$ cat src/rtl/mult_pkg.sv
// Shared definitions for the shift-and-add multiplier: FSM state encoding
// and default operand/counter widths.
package mult_pkg;

  localparam int unsigned MULT_WIDTH = 8;
  localparam int unsigned MULT_CNT_W = 4;

  typedef enum logic [1:0] {
    IDLE = 2'd0,
    CALC = 2'd1,
    DONE = 2'd2
  } state_e;

endpackage

$ cat src/rtl/full_adder_8bit.sv
// 8-bit ripple-style adder with carry in/out; {cout,s} = a + b + cin.
module full_adder_8bit (
  input  logic [7:0] a,
  input  logic [7:0] b,
  input  logic       cin,
  output logic [7:0] s,
  output logic       cout
);

  logic [8:0] sum;

  // Nine-bit sum keeps the carry out of the top bit.
  always_comb begin
    sum  = {1'b0, a} + {1'b0, b} + {8'b0, cin};
    s    = sum[7:0];
    cout = sum[8];
  end

endmodule

$ cat src/rtl/shift_add_multiplier_8bit.sv
// Sequential unsigned shift-and-add multiplier, one partial-product step per
// clock, valid/ready on both sides.
// Optional macro EARLY_TERM_EN: a zero operand skips the CALC steps and the
// accept goes straight to DONE with a zero product.
module shift_add_multiplier_8bit
  import mult_pkg::*;
#(
  parameter int unsigned WIDTH = MULT_WIDTH,
  parameter int unsigned CNT_W = MULT_CNT_W
) (
  input  logic               clk,
  input  logic               rst,
  input  logic               in_valid,
  output logic               in_ready,
  input  logic [WIDTH-1:0]   a,
  input  logic [WIDTH-1:0]   b,
  output logic               out_valid,
  input  logic               out_ready,
  output logic [2*WIDTH-1:0] product
);

  state_e             state_q, state_d;
  logic [WIDTH-1:0]   mcand_q, mcand_d;
  logic [WIDTH-1:0]   p_hi_q, p_hi_d;
  logic [WIDTH-1:0]   p_lo_q, p_lo_d;
  logic [CNT_W-1:0]   cnt_q, cnt_d;
  logic               in_ready_q, in_ready_d;
  logic               out_valid_q, out_valid_d;

  logic [WIDTH-1:0]   add_s;
  logic               add_cout;

  full_adder_8bit full_adder_8bit_u (
    .a    (mcand_q),
    .b    (p_hi_q),
    .cin  (1'b0),
    .s    (add_s),
    .cout (add_cout)
  );

  // Next-state logic: operand load, shift/add step, completion and drain.
  always_comb begin
    state_d     = state_q;
    mcand_d     = mcand_q;
    p_hi_d      = p_hi_q;
    p_lo_d      = p_lo_q;
    cnt_d       = cnt_q;
    in_ready_d  = in_ready_q;
    out_valid_d = out_valid_q;
    unique case (state_q)
      IDLE: begin
        if (in_valid) begin
          mcand_d    = a;
          p_hi_d     = '0;
          p_lo_d     = b;
          cnt_d      = '0;
          in_ready_d = 1'b0;
          state_d    = CALC;
`ifdef EARLY_TERM_EN
          if ((a == '0) || (b == '0)) begin
            p_lo_d      = '0;
            out_valid_d = 1'b1;
            state_d     = DONE;
          end
`endif
        end
      end
      CALC: begin
        // Shift the 2*WIDTH+1 bit value {carry, high, low} right by one;
        // the carry lands in the top bit of the high half.
        if (p_lo_q[0]) begin
          p_hi_d = {add_cout, add_s[WIDTH-1:1]};
          p_lo_d = {add_s[0], p_lo_q[WIDTH-1:1]};
        end else begin
          p_hi_d = {1'b0, p_hi_q[WIDTH-1:1]};
          p_lo_d = {p_hi_q[0], p_lo_q[WIDTH-1:1]};
        end
        cnt_d = cnt_q + CNT_W'(1);
        if (cnt_q == CNT_W'(WIDTH - 1)) begin
          out_valid_d = 1'b1;
          state_d     = DONE;
        end
      end
      DONE: begin
        if (out_ready) begin
          out_valid_d = 1'b0;
          in_ready_d  = 1'b1;
          state_d     = IDLE;
        end
      end
      default: begin
        state_d     = IDLE;
        in_ready_d  = 1'b1;
        out_valid_d = 1'b0;
      end
    endcase
  end

  // State and registered outputs, synchronous reset.
  always_ff @(posedge clk) begin
    if (rst) begin
      state_q     <= IDLE;
      mcand_q     <= '0;
      p_hi_q      <= '0;
      p_lo_q      <= '0;
      cnt_q       <= '0;
      in_ready_q  <= 1'b1;
      out_valid_q <= 1'b0;
    end else begin
      state_q     <= state_d;
      mcand_q     <= mcand_d;
      p_hi_q      <= p_hi_d;
      p_lo_q      <= p_lo_d;
      cnt_q       <= cnt_d;
      in_ready_q  <= in_ready_d;
      out_valid_q <= out_valid_d;
    end
  end

  assign in_ready  = in_ready_q;
  assign out_valid = out_valid_q;
  assign product   = {p_hi_q, p_lo_q};

endmodule

$ cat config.mk
export PLATFORM = sky130hd
export DESIGN_NAME = shift_add_multiplier_8bit
export DESIGN_NICKNAME = d
export VERILOG_FILES = /design/src/rtl/mult_pkg.sv /design/src/rtl/full_adder_8bit.sv /design/src/rtl/shift_add_multiplier_8bit.sv
export SDC_FILE = /design/constraint.sdc
export NUM_CORES = 1
export LEC_CHECK = 0
export CORE_MARGIN = 2
export CORE_UTILIZATION = 45
export DETAILED_ROUTE_END_ITERATION = 10
export PLACE_DENSITY = 0.72
export SYNTH_ARGS = -nofsm -noshare
export SYNTH_HDL_FRONTEND = slang
export SYNTH_HIERARCHICAL = 1
export SYNTH_SLANG_ARGS = --single-unit
$ cat constraint.sdc
create_clock -name clk -period 3.8 [get_ports clk]
set_input_delay 1.14 -clock clk [delete_from_list [all_inputs] [get_ports clk]]
set_output_delay 1.14 -clock clk [all_outputs]
set_load 0.01 [all_outputs]
==> impl_metrics.csv <==
group,metric,value,unit
setup_path,crit_buf_inv,1,
cells_and_area,fin_area,0.00224,sq mm
yosys,yosys_warnings,6,
clock_tree,cts_root_buffer,"clkbuf_8",
setup_path,r2r_setup_slack,1.58,ns
sta,maxSlewHeadroom,0.435,
place,place_area,0.00211,sq mm
drt,dr.pass1.iters,4,
die,die_h,66.8,um
setup_path,worst_ep_arrival_time,1.54,ns
sta,rsz0062_at_grt,"no",
pwr,max-vdd-ir-drop,0.000356,V
outcome,status,"finished clean",
hold_path,hold_depth,2,
yosys,synthTopCellsByArea,"dfxtp_1, a21oi_1, nand2_1",
setup_path,slowest_stage,"dfxtp_1",
drt,drc,0,
sta,worstMarginPinSlew,0.847,ns
die,std_cell_rows,22,
pwr,power,0.853,mW
global_routing,grt_pass1_wl,6240,um
sta,fin_crit,2.68,ns
setup_path,worstSetupPathType,"flop to output pin",
setup_path,critPathRequiredTime,2.66,ns
yosys,synthFlopType,"dfxtp_1",
yosys,synth.top_cell.area_share,0.361,
yosys,ys_types,44,
pwr,power.density,381,mW/mm^2
sta,tns,0,ns
clock_tree,cts_tree,"done",
global_routing,grt_max_degree,25,
hold_path,worstHoldPathType,"flop to flop",
setup_path,r2r_cells,8,
yosys,synth_edf_count,0,
sta,slew_viol_final,0,
place,port_buffers,37,
sta,clock_skew,0.00330,ns
sta,fmax,374,MHz
cells_and_area,final_layout_size_suffix_gt1_frac,0.112,
clock_tree,cts_sinks,32,
die,ioPinCount,38,
yosys,syn_inst,209,
global_routing,grt-ovfl-total,0,
setup_path,crit_family,"flip-flops",
clock_tree,path_clk_slew,0.07,ns
setup_path,crit_path_start_kind,"flop",
clock_tree,cts_setup_buffers,0,
setup_path,worstPathCellList,"clkdlybuf4s50_1",
drt,drt-total-wl,3660,um
clock_tree,clk_latency,0.28,ns
cells_and_area,num_antenna_cells,0,
place,dp_hpwl,2560,um
yosys,ys_seq_area_frac,0.361,
setup_path,slowest_delay,0.63,ns
global_routing,grt_pass1_vias,1389,
global_routing,antenna_found_initial,0,
yosys,ys_seq_elements,32,
drt,postRouteAntennaNets,0,
hold_path,hold_end,"out_valid$_SDFFE_PP0P_",
yosys,avgSynthCellArea,8.50,sq um
global_routing,grt_util_all_layers,0.182,
setup_path,endpoint_kind,"output pin",
clock_tree,ctsResizeCount,0,
cells_and_area,final_cell_mix,"clkdlybuf4s50_1, dfxtp_1, nand2_1, a21oi_1, nor2_1",
yosys,synth_area,0.00178,sq mm
run,max-cap-violations,0,
place,place_congestion,0.822,
die,start_util,0.478,
yosys,synth_nets,239,
hold_path,holdCritStartpoint,"out_valid$_SDFFE_PP0P_",
pwr,cellLeakagePower,0.861,nW
setup_path,cp_max_fo,12,
yosys,async_reset_ff_frac,0,
sta,setup_viol,0,
setup_path,r2r_start,"mcand_q[0]$_SDFFE_PP0P_",
yosys,synth_top_area_cell,"dfxtp_1",
die,die_w,66.8,um
clock_tree,cts_hold_buffers,0,
die,dieArea,0.00447,sq mm
drt,wl_per_cell,12.6,um
cells_and_area,layout_commonest_cell,"clkdlybuf4s50_1",
clock_tree,htree_levels,2,
clock_tree,clock_path_buffers,2,
sta,fin_crit_sh,0.704,
drt,via_count,1571,
sta,final_hold_viol_count,0,
clock_tree,cts_buffers,5,
drt,vias_per_cell,5.42,
drt,drt_iter0_drc,73,
cells_and_area,area_growth,25.9,%
setup_path,r2r_end,"p_hi_q[3]$_SDFFE_PP0P_",
cells_and_area,layout.nets,271,
die,coreArea,0.00372,sq mm
where the power goes:
part           switching (mW)  leakage (nW)  internal [mW]
Sequential             0.0186         0.262          0.352
Combinational          0.0591         0.535         0.0670
Clock                   0.125        0.0645          0.231
Total                   0.203         0.861          0.651
state kept, by name (all words and copies together) (netlist names):
name,count
mcand_q,8
p_hi_q,8
p_lo_q,8
cnt_q,4
state_q,2
in_ready,1
out_valid,1
cells in the mapped netlist, types with 3 or more instances:
library cell	number
buf_6	6
mux2_2	7
o21ai_0	3
o21bai_1	3
buf_4	3
dfxtp_1	32
nor4_1	7
clkbuf_1	3
nand3_1	13
nand2_1	30
a21oi_1	24
ha_1	8
nor3_1	9
nor2_1	17
nor2b_1	4
worst max path at each step:
stage	from	to	slack (ns)	depth (start not counted)
3_5_place_dp	in_valid	p_hi_q[0]$_SDFFE_PP0P_	0.94	4
2_1_floorplan	p_hi_q[0]$_SDFFE_PP0P_	p_hi_q[3]$_SDFFE_PP0P_	1.73	8
6_report	p_lo_q[0]$_SDFFE_PP0P_	product[0]	1.12	1
5_1_grt	p_lo_q[0]$_SDFFE_PP0P_	product[0]	1.05	1
4_1_cts	p_lo_q[0]$_SDFFE_PP0P_	product[0]	1.12	1
3_3_place_gp	in_valid	p_hi_q[3]$_SDFFE_PP0P_	0.98	4
final cells by class:
cell class | instances | area (sq um)
fillers | 342 | 1480
well taps | 48 | 60.1
multi-input cells | 160 | 1010
clock buffers | 7 | 96.3
inverters | 3 | 11.3
clock inverters | 1 | 30.0
flip-flops and latches | 32 | 641
repair buffers | 39 | 385
kinds of logic after synthesis:
| group | Yosys count | share of synthesized area |
|---|---|---|
| other cells | 1 | 0.00211 |
| flops | 32 | 0.361 |
| compound gates | 42 | 0.144 |
| buf+inv | 17 | 0.0690 |
| mux | 8 | 0.0500 |
| simple gates | 95 | 0.275 |
| xor+xnor | 4 | 0.0197 |
| fa+ha+maj | 10 | 0.0789 |
per-stage QoR:
step	worst slack (ns)	cells	hold slack [ns]	util
CTS	1.12	290	0.463	0.602
finish	1.12	290	0.459	0.602
detailed placement	0.938	282	0.450	0.568
floorplan	1.73	209	0.441	-
global route	1.05	290	0.482	0.602
global placement	0.976	282	0.447	0.568
layer usage:
metal | vias to the layer above | part of all wire | global-route usage
li1 | 800 | - | -
met1 | 744 | 0.48 | 0.239
met4 | 0 | 0 | 0.0459
met5 | - | 0 | 0
met3 | 0 | 0.040 | 0.0541
met2 | 27 | 0.48 | 0.293
No activity file was read; power rests on OpenSTA's default activity.
